<file path="src/rtl/riscv_trace_buffer_pkg.sv">
// riscv_trace_pkg: shared types and constants for the RISC-V trace buffer.
// Holds the memory-access kind encoding, the capture FSM states, the entry
// layout (at default widths) and a helper that sizes a packed entry.
package riscv_trace_pkg;

    // Width of the saturating lost-entry counter.
    localparam int DROP_CNT_W = 8;

    // Default field widths; the top level derives its own entry type from
    // its parameters using the same field order.
    localparam int DEF_TS_W       = 16;
    localparam int DEF_PC_W       = 9;
    localparam int DEF_REG_ADDR_W = 5;
    localparam int DEF_MEM_ADDR_W = 9;
    localparam int DEF_DATA_W     = 32;

    // Encoding is {write, read}, so a conflict is both strobes at once.
    typedef enum logic [1:0] {
        MEM_NONE     = 2'b00,
        MEM_READ     = 2'b01,
        MEM_WRITE    = 2'b10,
        MEM_CONFLICT = 2'b11
    } mem_kind_e;

    typedef enum logic [1:0] {
        IDLE = 2'd0,
        RUN  = 2'd1,
        DONE = 2'd2
    } trace_state_e;

    // Entry layout, most significant field first.
    typedef struct packed {
        logic [DEF_TS_W-1:0]       ts;
        logic [DEF_PC_W-1:0]       pc;
        logic                      reg_v;
        logic [DEF_REG_ADDR_W-1:0] reg_addr;
        logic [DEF_DATA_W-1:0]     reg_data;
        mem_kind_e                 mem_kind;
        logic [DEF_MEM_ADDR_W-1:0] mem_addr;
        logic [DEF_DATA_W-1:0]     mem_data;
    } trace_entry_t;

    // Packed entry width for an arbitrary set of field widths.
    function automatic int entry_w(input int ts_w, input int pc_w,
                                   input int reg_addr_w, input int mem_addr_w,
                                   input int data_w);
        return ts_w + pc_w + 1 + reg_addr_w + data_w + 2 + mem_addr_w + data_w;
    endfunction

endpackage

</file>
<file path="src/rtl/riscv_trace_buffer_fifo.sv">
// trace_fifo: first-word-fall-through FIFO for packed trace entries.
// The head word is presented combinationally from storage; a write becomes
// visible one cycle later. When full, OVERWRITE=0 drops the incoming word,
// OVERWRITE=1 discards the head to make room. DEPTH must be a power of two.
module trace_fifo
    import riscv_trace_pkg::*;
#(
    parameter int WIDTH     = 8,
    parameter int DEPTH     = 16,
    parameter bit OVERWRITE = 1'b0,
    localparam int AW       = $clog2(DEPTH),
    localparam int LVL_W    = AW + 1
) (
    input  logic             clk,
    input  logic             reset,
    input  logic             i_push,
    input  logic [WIDTH-1:0] i_data,
    input  logic             i_pop,
    output logic [WIDTH-1:0] o_data,
    output logic [LVL_W-1:0] o_level,
    output logic             o_full,
    output logic             o_empty
);

    logic [WIDTH-1:0] r_mem [DEPTH];
    logic [AW-1:0]    r_wr_ptr;
    logic [AW-1:0]    r_rd_ptr;
    logic [LVL_W-1:0] r_count;

    logic w_pop;
    logic w_wr_en;
    logic w_rd_adv;

    assign o_empty = (r_count == '0);
    assign o_full  = (r_count == LVL_W'(DEPTH));
    assign o_level = r_count;
    assign o_data  = o_empty ? '0 : r_mem[r_rd_ptr];

    // A pop only means something when there is a head word to take.
    assign w_pop    = i_pop && !o_empty;
    // Full without a pop: write only in overwrite mode, which also retires the head.
    assign w_wr_en  = i_push && (!o_full || w_pop || OVERWRITE);
    assign w_rd_adv = w_pop || (OVERWRITE && i_push && o_full);

    // Pointer and occupancy bookkeeping; pointers wrap naturally at DEPTH.
    always_ff @(posedge clk or negedge reset) begin
        // NOTE: sequential state uses non-blocking assignments so every register samples pre-edge values.
        if (!reset) begin
            r_wr_ptr <= '0;
            r_rd_ptr <= '0;
            r_count  <= '0;
        end else begin
            if (w_wr_en) begin
                r_wr_ptr <= r_wr_ptr + AW'(1);
            end
            if (w_rd_adv) begin
                r_rd_ptr <= r_rd_ptr + AW'(1);
            end
            case ({w_wr_en, w_rd_adv})
                2'b10:   r_count <= r_count + LVL_W'(1);
                2'b01:   r_count <= r_count - LVL_W'(1);
                default: r_count <= r_count;
            endcase
        end
    end

    // Entry storage write port.
    always_ff @(posedge clk) begin
        // NOTE: storage is deliberately not reset; r_count gates every read, so stale words are never seen.
        if (w_wr_en) begin
            r_mem[r_wr_ptr] <= i_data;
        end
    end

endmodule

</file>
<file path="src/rtl/riscv_trace_buffer.sv">
// riscv_trace_buffer: per-cycle commit/memory event capture for the RISC-V core.
// An IDLE/RUN/DONE window (armed, stopped, optionally bounded by STOP_CYCLES)
// packs register-write and memory activity, PC and a timestamp into entries
// held in a FWFT FIFO drained over out_valid/out_ready.
// Optional: define RISCV_TRACE_FILTER_EN to add the filt_lo/filt_hi memory
// address window; memory events outside it are not recorded.
module riscv_trace_buffer
    import riscv_trace_pkg::*;
#(
    parameter int PC_W        = 9,
    parameter int REG_ADDR_W  = 5,
    parameter int MEM_ADDR_W  = 9,
    parameter int DATA_W      = 32,
    parameter int DEPTH       = 16,
    parameter int TS_W        = 16,
    parameter int STOP_CYCLES = 50,
    parameter bit OVERWRITE   = 1'b0,
    localparam int ENTRY_W    = entry_w(TS_W, PC_W, REG_ADDR_W, MEM_ADDR_W, DATA_W),
    localparam int LVL_W      = $clog2(DEPTH) + 1
) (
    input  logic                  clk,
    input  logic                  reset,
    input  logic                  arm,
    input  logic                  stop,
    input  logic [PC_W-1:0]       tb_PC,
    input  logic                  tb_reg_write,
    input  logic [REG_ADDR_W-1:0] tb_reg_addr,
    input  logic [DATA_W-1:0]     tb_reg_write_data,
    input  logic                  tb_mem_write,
    input  logic                  tb_mem_read,
    input  logic [MEM_ADDR_W-1:0] tb_mem_addr,
    input  logic [DATA_W-1:0]     tb_mem_write_data,
    input  logic [DATA_W-1:0]     tb_mem_read_data,
`ifdef RISCV_TRACE_FILTER_EN
    input  logic [MEM_ADDR_W-1:0] filt_lo,
    input  logic [MEM_ADDR_W-1:0] filt_hi,
`endif
    output logic                  out_valid,
    input  logic                  out_ready,
    output logic [ENTRY_W-1:0]    out_entry,
    output logic [LVL_W-1:0]      level,
    output logic                  overflow,
    output logic [DROP_CNT_W-1:0] drop_cnt,
    output logic                  running,
    output logic                  done
);

    // Entry layout matching trace_entry_t, sized by this instance's parameters.
    typedef struct packed {
        logic [TS_W-1:0]       ts;
        logic [PC_W-1:0]       pc;
        logic                  reg_v;
        logic [REG_ADDR_W-1:0] reg_addr;
        logic [DATA_W-1:0]     reg_data;
        mem_kind_e             mem_kind;
        logic [MEM_ADDR_W-1:0] mem_addr;
        logic [DATA_W-1:0]     mem_data;
    } entry_t;

    trace_state_e          r_state;
    logic [TS_W-1:0]       r_ts;
    logic                  r_overflow;
    logic [DROP_CNT_W-1:0] r_drop_cnt;
    logic                  r_running;
    logic                  r_done;

    logic                  w_in_window;
    mem_kind_e             w_kind;
    entry_t                w_entry;
    logic                  w_push;
    logic                  w_pop;
    logic                  w_full;
    logic                  w_empty;
    logic                  w_lost;
    logic                  w_window_end;
    logic [ENTRY_W-1:0]    w_head;
    logic [LVL_W-1:0]      w_level;

`ifdef RISCV_TRACE_FILTER_EN
    // Inclusive unsigned window; lo > hi naturally rejects every address.
    assign w_in_window = (tb_mem_addr >= filt_lo) && (tb_mem_addr <= filt_hi);
`else
    assign w_in_window = 1'b1;
`endif

    // Classify this cycle's memory access and pack the candidate entry.
    always_comb begin
        // NOTE: defaults first so every path assigns every signal and no latch is inferred.
        w_kind  = MEM_NONE;
        w_entry = '0;
        if (w_in_window) begin
            if (tb_mem_write && tb_mem_read) begin
                w_kind = MEM_CONFLICT;
            end else if (tb_mem_write) begin
                w_kind = MEM_WRITE;
            end else if (tb_mem_read) begin
                w_kind = MEM_READ;
            end
        end
        w_entry.ts       = r_ts;
        w_entry.pc       = tb_PC;
        w_entry.reg_v    = tb_reg_write;
        w_entry.mem_kind = w_kind;
        if (tb_reg_write) begin
            w_entry.reg_addr = tb_reg_addr;
            w_entry.reg_data = tb_reg_write_data;
        end
        // Address is only meaningful when an access was recorded.
        if (w_kind != MEM_NONE) begin
            w_entry.mem_addr = tb_mem_addr;
        end
        case (w_kind)
            MEM_WRITE, MEM_CONFLICT: w_entry.mem_data = tb_mem_write_data;
            MEM_READ:                w_entry.mem_data = tb_mem_read_data;
            default:                 w_entry.mem_data = '0;
        endcase
    end

    // Capture happens on every RUN cycle, including the one that leaves RUN.
    assign w_push       = (r_state == RUN) && (tb_reg_write || (w_kind != MEM_NONE));
    assign w_pop        = !w_empty && out_ready;
    // Full with no simultaneous pop loses one entry under either full policy.
    assign w_lost       = w_push && w_full && !w_pop;
    assign w_window_end = (STOP_CYCLES != 0) && (r_ts == TS_W'(STOP_CYCLES - 1));

    trace_fifo #(
        .WIDTH     (ENTRY_W),
        .DEPTH     (DEPTH),
        .OVERWRITE (OVERWRITE)
    ) u_fifo (
        .clk     (clk),
        .reset   (reset),
        .i_push  (w_push),
        .i_data  (w_entry),
        .i_pop   (w_pop),
        .o_data  (w_head),
        .o_level (w_level),
        .o_full  (w_full),
        .o_empty (w_empty)
    );

    // Capture-window FSM with timestamp, loss tracking and registered status flags.
    always_ff @(posedge clk or negedge reset) begin
        if (!reset) begin
            r_state    <= IDLE;
            r_ts       <= '0;
            r_overflow <= 1'b0;
            r_drop_cnt <= '0;
            r_running  <= 1'b0;
            r_done     <= 1'b0;
        end else begin
            case (r_state)
                IDLE, DONE: begin
                    // stop takes priority over a simultaneous arm.
                    if (arm && !stop) begin
                        r_state    <= RUN;
                        r_ts       <= '0;
                        r_overflow <= 1'b0;
                        r_drop_cnt <= '0;
                        r_running  <= 1'b1;
                        r_done     <= 1'b0;
                    end
                end
                RUN: begin
                    r_ts <= r_ts + TS_W'(1);
                    if (w_lost) begin
                        r_overflow <= 1'b1;
                        if (r_drop_cnt != '1) begin
                            r_drop_cnt <= r_drop_cnt + DROP_CNT_W'(1);
                        end
                    end
                    if (stop || w_window_end) begin
                        r_state   <= DONE;
                        r_running <= 1'b0;
                        r_done    <= 1'b1;
                    end
                end
                default: begin
                    r_state   <= IDLE;
                    r_running <= 1'b0;
                    r_done    <= 1'b0;
                end
            endcase
        end
    end

    assign out_valid = !w_empty;
    assign out_entry = w_head;
    assign level     = w_level;
    assign overflow  = r_overflow;
    assign drop_cnt  = r_drop_cnt;
    assign running   = r_running;
    assign done      = r_done;

endmodule

</file>
<file path="config.mk">
export PLATFORM = sky130hd
export DESIGN_NAME = riscv_trace_buffer
export DESIGN_NICKNAME = d
export VERILOG_FILES = /design/src/rtl/riscv_trace_buffer_pkg.sv /design/src/rtl/riscv_trace_buffer_fifo.sv /design/src/rtl/riscv_trace_buffer.sv
export SDC_FILE = /design/constraint.sdc
export NUM_CORES = 2
export LEC_CHECK = 0
export CELL_PAD_IN_SITES_DETAIL_PLACEMENT = 1
export CELL_PAD_IN_SITES_GLOBAL_PLACEMENT = 1
export CORE_UTILIZATION = 45
export DETAILED_ROUTE_END_ITERATION = 12
export PLACE_DENSITY = 0.64
export SYNTH_ARGS = -nofsm -noshare
export SYNTH_HDL_FRONTEND = slang
export SYNTH_SLANG_ARGS = --single-unit
</file>
<file path="constraint.sdc">
create_clock -name clk -period 16.44 [get_ports clk]
set_input_delay 2.466 -clock clk [delete_from_list [all_inputs] [get_ports clk]]
set_output_delay 2.466 -clock clk [all_outputs]
set_load 0.02 [all_outputs]
</file>
-- Word level (Yosys, flattened, before mapping)
Memory sizes are Yosys's and may differ from the RTL's.
Index checks and enable logic that the tools add are counted.
- memory bits (writable): 1696
- logic and storage cells: 83
- register bits after elaboration: 42
- memories: 1
- bits of input ports: 127
- output and inout bits: 123
- reduce and logical (&&, ||, !) cells: 26
- mux-type cells: 27
- add/subtract/negate cells: 6
- equal/unequal tests: 14
- memory list (name ; depth ; bits a word ; rd ports ; clocked after Yosys merged registers in ; wr ports ; RTL line ; text):
    u_fifo.r_mem ; 16 ; 106 ; 1 ; 0 ; 1 ; riscv_trace_buffer_fifo.sv:25 ; logic [WIDTH-1:0] r_mem [DEPTH];
- operators with widths (kind ; count):
    106-bit two-way mux ; 1
    32-bit one-hot mux with 2 select lines ; 1
    37-bit two-way mux ; 1
    16-bit one-hot mux with 2 select lines ; 1
    8-bit two-way mux ; 3
    16-bit by 1-bit adder with 16-bit output (second input constant) ; 1
    16-bit by 6-bit equality test with 1-bit output (second input constant) ; 1
    16-bit two-way mux ; 1
    8-bit one-hot mux with 2 select lines ; 1
    5-bit one-hot mux with 2 select lines ; 1
    9-bit two-way mux ; 1
    4-bit by 1-bit adder with 4-bit output (second input constant) ; 2
    8-bit by 1-bit adder with 8-bit output (second input constant) ; 1
    2-bit equality test (second input constant) ; 4
    1-bit logical AND ; 8
    1-bit two-way mux ; 8
    2-bit two-way mux ; 4
    8-bit inequality test (second input constant) ; 1
    2-bit by 1-bit equality test with 1-bit output (second input constant) ; 3
    1-bit one-hot mux with 2 select lines ; 3
    2-bit nonzero test ; 3
    5-bit by 1-bit adder with 5-bit output (second input constant) ; 1
    5-bit equality test (second input constant) ; 1
    5-bit zero test ; 1
    11 further kinds ; 20

-- Longest topological paths before layout
- depth after elaboration: 10
- depth in mapped cells: 9
- depth with buffers taken out: 8

-- Hierarchy
Synthesis repeated with hierarchy kept, for this count alone.
- cell total of the unflattened synthesis: 3577
- area, all modules: 68451.9 µm²
- modules (own cells, without submodules) (module ; times used ; area an instance (µm²) ; cells an instance ; seq. area each (µm²)):
    trace_fifo ; 1 ; 66308.6 ; 3325 ; 51254.2
    riscv_trace_buffer ; 1 ; 2143.3 ; 252 ; 700.7

-- Worst setup path after synthesis
Ideal clock, no wire load.
- kind: input -> register
- from: in tb_mem_write
- to: mem u_fifo.r_mem[3][0] (netlist bit) (enable)
- arrival: 10.611 ns
- stages on the path: 5
- library setup time: 0.700 ns
- required time: 15.740 ns
- path slack: 5.129 ns
- cells stage by stage: buf_2 nor3_1 a211oi_2 nand2_1 nor3_1
- longest elaborated chain between the ends: 8
- ends and longest elaborated chain (item ; RTL line ; text):
    start: declaration ; riscv_trace_buffer.sv:29 ; input logic tb_mem_write,
    2-bit two-way mux or 1-bit logical AND (tied branches) ; riscv_trace_buffer.sv:94, riscv_trace_buffer.sv:92 ;
    2-bit two-way mux * ; riscv_trace_buffer.sv:92 ; if (tb_mem_write && tb_mem_read) begin
    2-bit nonzero test * ; riscv_trace_buffer.sv:120 ; assign w_push = (r_state == RUN) && (tb_reg_write || (w_kind != MEM_NONE));
    1-bit logical OR * ; riscv_trace_buffer.sv:120 ;
    1-bit logical AND * ; riscv_trace_buffer.sv:120 ;
    1-bit logical AND * ; riscv_trace_buffer_fifo.sv:42 ; assign w_wr_en = i_push && (!o_full || w_pop || OVERWRITE);
    1-bit two-way mux * ; riscv_trace_buffer_fifo.sv:70 ; if (w_wr_en) begin
    1-bit two-way mux (not written as such) * ; riscv_trace_buffer_fifo.sv:71 ; r_mem[r_wr_ptr] <= i_data;
    end: declaration ; riscv_trace_buffer_fifo.sv:25 ;
Every way passes the cells marked *; elsewhere a longest branch is shown, timed or not.

-- Worst setup path in the final report
- from: reg u_fifo.r_rd_ptr[0]
- to: out out_entry[42]
- longest elaborated chain between the ends: 2
- ends and longest elaborated chain (item ; RTL line ; text):
    start: declaration ; riscv_trace_buffer_fifo.sv:27 ; logic [AW-1:0] r_rd_ptr;
    start signal: assignment ; riscv_trace_buffer_fifo.sv:57 ; r_rd_ptr <= r_rd_ptr + AW'(1);
    memory read 16 x 106 bit ; - ;
    106-bit two-way mux ; riscv_trace_buffer_fifo.sv:37 ; assign o_data = o_empty ? '0 : r_mem[r_rd_ptr];
    end: declaration ; riscv_trace_buffer.sv:40 ; output logic [ENTRY_W-1:0] out_entry,
Every way passes these cells.

==> impl_results.md <==
* Post-CTS setup buffer count at 0
* Post-cts sizing count at 0
* Post-synth ARST share at under 10%
* Synthesized area at approximately 67,000 µm²
* Most common cell after layout, fill and taps aside: edfxtp_1
* GRT Util Overall at 21.8%
* Post-DP HPWL at between 80 and 90 mm
* Maximum VDD drop at just under 0.0002 V
* Met3 wire length at ~8.3 mm
* Startpoint types: register
* Synth area leader: edfxtp_1
* WL final at 163 mm
* Critical path class: register to output pin
* Synthesized flop and latch total at ~1.7k
* Crit Path Max Fanout at 49
* Die W at between 300 and 400 µm
* TritonCTS clock tree: done
* Post-route DRC at 0
* Fillers at between 10k and 15k
* Fin nets at 3,410
* Slew @ Worst Pin at around 1.4 ns
* Place WS at 8.33 ns
* Initial Utilization at 45.3%
* Fmax at 116 MHz
* Crit share post-route at 52.5%
* Vias per cell at between 5 and 6
* Max cap viols at 0
* Hold violation total from the final report at 0
* Final WS setup at 7.81 ns
* Synth area leaders: edfxtp_1, mux4_2, mux2i_1, dfrtp_1, o22ai_1
* Htree depth at 4
* Metal-1 WL at roughly 70 mm
* Area share of the largest cell type after synthesis at between 70 and 80%
* Lkg Pwr at 24.7 nW
* # setup viols final at 0
* Die area at around 150,000 µm²
* Synth Area per Inst at between 20 and 25 µm²
* Distinct cell type count after synthesis at 56
* RSZ-0062 raised after global routing: false
* WL/cell at slightly above 30 µm
* Count of input and output buffers at ~250
* Reg clk slew, reported paths at about 0.060 ns
* Area growth syn-to-layout at 15.5%
* Crit path DAT at slightly above 6 ns
* Maximum clock insertion buffer count at 3
* Die Span Y at around 390 µm
* Most frequent cells in the layout: edfxtp_1, mux4_2, clkdlybuf4s50_1
* Core area at around 150,000 µm²
* Largest net degree at the start of global routing at 116
* Max-slew violations at 0
* Syn Nets at ~3.1k
* Layout cells sized above 1 at 22.3%
* Worst hold path class: register to register
* First-pass GRT wire length at between 200 and 250 mm
* Met2 wire length at around 82 mm
* Initial antenna violation count at 5
* Ports at 250
* GP Congestion at 0.723
* Sink Count at about 1.7k
* Root Driver: clkbuf_16
* DRT iter0 DRCs at 2,701
* Pwr Density at around 170 nW/µm²
* Core Rows at approximately 140
* Vias in the first global route at 34.3k
* Top FF cell, synth: edfxtp_1
* Mapped Cells at 2,939
* Skew final at approximately 0.02 ns
* Setup total negative slack at 0 ns
* First-pass DRT Iterations at 7
* Vias at between 30k and 40k
* Post-layout minimum cycle time at 8.63 ns
* Post-synth EDFFs at between 1.5k and 2k
* Worst Path Required at roughly 14 ns
* Status: complete, no violations
* Post-synthesis sequential area ratio at roughly 78%
* GR Overflow Total at 0
* Max transition margin at 7.00%
* Nature of the critical path endpoint: output pin
* TritonCTS Buffers at ~180
* Reg2Reg Setup Slack at between 10 and 15 ns
* Synth Warn # at 0
* Later-pin clock latency in the skew report at between 0.7 and 0.8 ns
* Post-CTS Hold Fix Bufs at 0
* Uppermost routed layer: met4
* Remaining antenna violation count at 0
==> final timing paths <==
| path | start | endpoint | cells past startpoint |
|---|---|---|---|
| max in group asynchronous | reset | u_fifo.r_rd_ptr[0] | 1 |
| setup reg to reg | r_state[1] | u_fifo.r_mem[8][33] | 7 |
| hold / removal | overflow | overflow | 2 |
| setup / recovery | u_fifo.r_rd_ptr[0] | out_entry[42] | 7 |
| min in group asynchronous | reset | u_fifo.o_level[2] | 1 |
| hold reg to reg | overflow | overflow | 2 |
==> report_power, final <==
group / total [mW] / internal [mW] / switching [mW]
clock network: 3.82 / 2.20 / 1.62
logic: 3.95 / 1.82 / 2.14
registers: 5.25 / 5.07 / 0.177
total: 13.0 / 9.09 / 3.93
==> per-layer routing <==
metal / track usage, % / up-vias
li1: - / 13200
met1: 29.7 / 17200
met2: 36.5 / 919
met3: 3.39 / 203
met4: 5.92 / 0
met5: 0 / -
==> state kept, by name, indices dropped and copies added, names as in the netlist <==
| register | count |
|---|---|
| drop_cnt | 8 |
| u_fifo.r_mem | 1696 |
| u_fifo.o_level | 5 |
| u_fifo.r_rd_ptr | 4 |
| r_ts | 16 |
| u_fifo.r_wr_ptr | 4 |
| r_state | 2 |
| running | 1 |
| overflow | 1 |
==> through the flow <==
stage | hold WS, ns | std cells | power (mW) | utilization, % | instance area (µm²)
floorplan | 0.477 | 2939 | 7.90 | - | 66900
global placement | 0.470 | 5024 | 9.27 | 48.6 | 71800
detailed placement | 0.476 | 5024 | 9.36 | 48.6 | 71800
CTS | 0.503 | 5340 | 13.2 | 52.3 | 77300
global route | 0.536 | 5341 | 13.5 | 52.3 | 77300
finish | 0.494 | 5341 | 13.0 | 52.3 | 77300
==> cell families after synthesis <==
family                   Yosys count  synth area share (%)
buffers and inverters            175                  1.12
XOR/XNOR                          11                 0.144
AO/OA/AOI/OAI                    198                  2.01
AND/OR/NAND/NOR                  166                  1.39
adder cells (fa/ha/maj)           10                 0.187
flip-flops                      1737                  77.6
multiplexers                     642                  17.5
==> worst max-delay path, cell delays in order, from the launching register on <==
cell and delay, ns:
dfrtp_4 1.04, buf_4 0.86, buf_4 0.87, buf_4 0.85, mux4_2 0.60, mux2i_1 0.22
o22ai_1 0.16, clkdlybuf4s50_1 0.62
==> layout make-up <==
type	count	area (µm²)	area share [%]
clock inverter	77	557	0.720
multi-input combinational	1027	14400	18.6
clock buffer	239	4900	6.35
tap	1930	2410	3.12
sequential	1737	52000	67.2
inverter	8	30.0	0.0389
timing repair buffer	322	3050	3.95
antenna	1	2.50	0.00324
==> Yosys cell counts (2+ instances only) <==
cell type	instances
o21ai_0	19
nand3_1	17
xnor2_1	9
clkbuf_1	92
ha_1	10
o22ai_1	106
nor3_1	6
a21oi_1	10
nand2b_1	5
nand4_1	8
or3_1	2
a22o_1	32
nor2_1	24
dfrtp_1	41
buf_6	2
o41ai_1	2
and4_2	2
buf_1	12
buf_2	61
mux2_2	2
xor2_1	2
nor3b_1	2
a31o_2	2
or4_1	3
nor4_1	2
nor2b_1	12
or3_2	2
o211ai_1	4
inv_1	8
nand2_1	29
edfxtp_1	1696
mux4_2	424
a31oi_1	7
and2_1	38
mux2i_1	216
and3_1	7
o31ai_1	4
No activity file was read; power rests on OpenSTA's default activity.
==> patch, RTL diff (same settings) <==
`OVERWRITE` is set to 1'b0 in 2 places; all go to 1'b1.
--- a/src/rtl/riscv_trace_buffer_fifo.sv
+++ b/src/rtl/riscv_trace_buffer_fifo.sv
@@ -9,3 +9,3 @@
     parameter int DEPTH     = 16,
-    parameter bit OVERWRITE = 1'b0,
+    parameter bit OVERWRITE = 1'b1,
     localparam int AW       = $clog2(DEPTH),
--- a/src/rtl/riscv_trace_buffer.sv
+++ b/src/rtl/riscv_trace_buffer.sv
@@ -16,3 +16,3 @@
     parameter int STOP_CYCLES = 50,
-    parameter bit OVERWRITE   = 1'b0,
+    parameter bit OVERWRITE   = 1'b1,
     localparam int ENTRY_W    = entry_w(TS_W, PC_W, REG_ADDR_W, MEM_ADDR_W, DATA_W),
Behaviour: same outputs for any inputs over 4 cycles, from zero or initial values and one cycle with reset low; that may be too few to reach the edited logic, so the function may still have changed.
==> patch against the unedited design <==
Power is 1.3% higher; wire length grew 0.90%; final area grew 0.48%; largest power group unchanged; sequential cell count unchanged; largest cell class unchanged; critical endpoint is now out_entry[105]; worst setup slack better by 760 ps; synthesized area is 0.23% higher; final cell count decreased by 2.0%.
==> patch: results (changes against the unedited design) <==
[clocking] number of buffers inserted during clock tree synthesis 178 [+0.56%]
[logic_synthesis] library cells used by synthesis 43 [-23%]
[status] run status complete, no violations
[layout] final antenna diode count 4 [+3]
[detailed_routing] initial drt markers 3,057 [+13%]
[pwr] peak supply drop 0.140 mV [-28%]
[pwr] Leakage Power 24.3 nW [-1.4%]
[layout] final layout net count 3,291 [-3.5%]
[setup_path] data arrival time of the worst path 5400 ps [-770 ps]
[layout] clock-cell share of area 0.0734 [+0.00271]
[logic_synthesis] portion of the post-synthesis area used by sequential elements 0.774 [-0.00178]
[layout] sequential cell count of the final layout 1,737 [unchanged]
[pwr] overall power of the completed layout 13.2 mW [+1.3%]
[layout] Filler Cell Count 12.6k [-0.53%]
[placement] estimated wirelength of the detail-placed design 84,000 um [+2.8%]
[layout] area used by sequential logic in the layout 52,000 sq um [about the same]
[grt] met1 usage in global routing 0.311 [+0.0132]
[layout] proportion of final cell area spent on non-clock buffers 0.0392 [-0.000318]
[layout] share of post-route cells with drive strength above 1 0.266 [+0.0427]
[detailed_routing] Metal-1 WL 70,500 um [+1.3%]
[layout] clock buffer count in the final layout 222 [-7.1%]
[layout] combined area of the multi-input logic cells 14,500 sq um [+0.91%]
[grt] combined global-route utilization of all metal layers 0.220 [+0.00243]
[layout] count of plain and timing-repair buffers 319 [-0.93%]
[logic_synthesis] nets in the synthesized netlist 2,942 [-4.4%]
[timing] slew of the pin with the lowest slew margin 1250 ps [-132 ps]
[grt] global-route wire length before repair 237,000 um [+0.54%]
[logic_synthesis] synth top area cells edfxtp_1 (76%), mux4_2 (18%), dfrtp_1 (1.5%), and2_1 (1.4%), clkbuf_1 (0.52%)
[logic_synthesis] most frequent cells after synthesis edfxtp_1 (1,696), mux4_2 (530), and2_1 (145), clkbuf_1 (93), dfrtp_1 (41)
[grt] initial antenna violation count 6 [+1]
[grt] met2 capacity usage during global routing 0.353 [-0.0114]
[detailed_routing] sum of met3 wire segment lengths after detailed routing 9890 um [+19%]
[timing] Final Skew 26.8 ps [+6.31 ps]
[patch: kinds of logic (layout without fill, tap and decap cells)]
logic type / count (synthesis) / after routing / synth area share
buffers and inverters: 158 / 655 / 0.0113
DFF: 1737 / 1737 / 0.774
and+or+nand+nor: 268 / 268 / 0.0229
muxes: 536 / 536 / 0.179
AOI/OAI and AO/OA: 76 / 76 / 0.00798
xor gates and xnor gates: 20 / 20 / 0.00261
other: 0 / 4 / 0
adders and majority gates: 10 / 10 / 0.00187
[patch: stage by stage]
stage | hold slack, ps | cells | area [sq um] | util | worst slack (ps)
after floorplan | 494 | 2805 | 67100 | - | 5470
after global placement | 500 | 4904 | 72000 | 0.487 | 9250
after detailed placement | 489 | 4904 | 72000 | 0.487 | 9200
after CTS | 510 | 5232 | 77600 | 0.525 | 8340
after global routing | 559 | 5233 | 77700 | 0.525 | 8140
final | 500 | 5236 | 77700 | 0.525 | 8570
[patch: worst paths after layout]
check                                                from                              to  slack, ps  cells after the start
min reg2reg                          overflow$_DFFE_PN0P_            overflow$_DFFE_PN0P_        500                      2
max                        u_fifo.r_rd_ptr[1]$_DFFE_PN0N_                  out_entry[105]       8570                      6
min in group asynchronous                           reset   u_fifo.o_level[0]$_DFFE_PN0P_       1830                      1
max reg2reg                        r_state[1]$_DFFE_PN0P_   u_fifo.r_mem[8][47]$_DFFE_PP_      11740                      6
max in group asynchronous                           reset  u_fifo.r_rd_ptr[1]$_DFFE_PN0N_      13790                      1
min                                  overflow$_DFFE_PN0P_            overflow$_DFFE_PN0P_        500                      2
[patch: worst min-delay path, stage by stage, from the launching register on]
cell,delay (ps)
dfrtp_1,340
nand2_1,50
o21ai_0,70
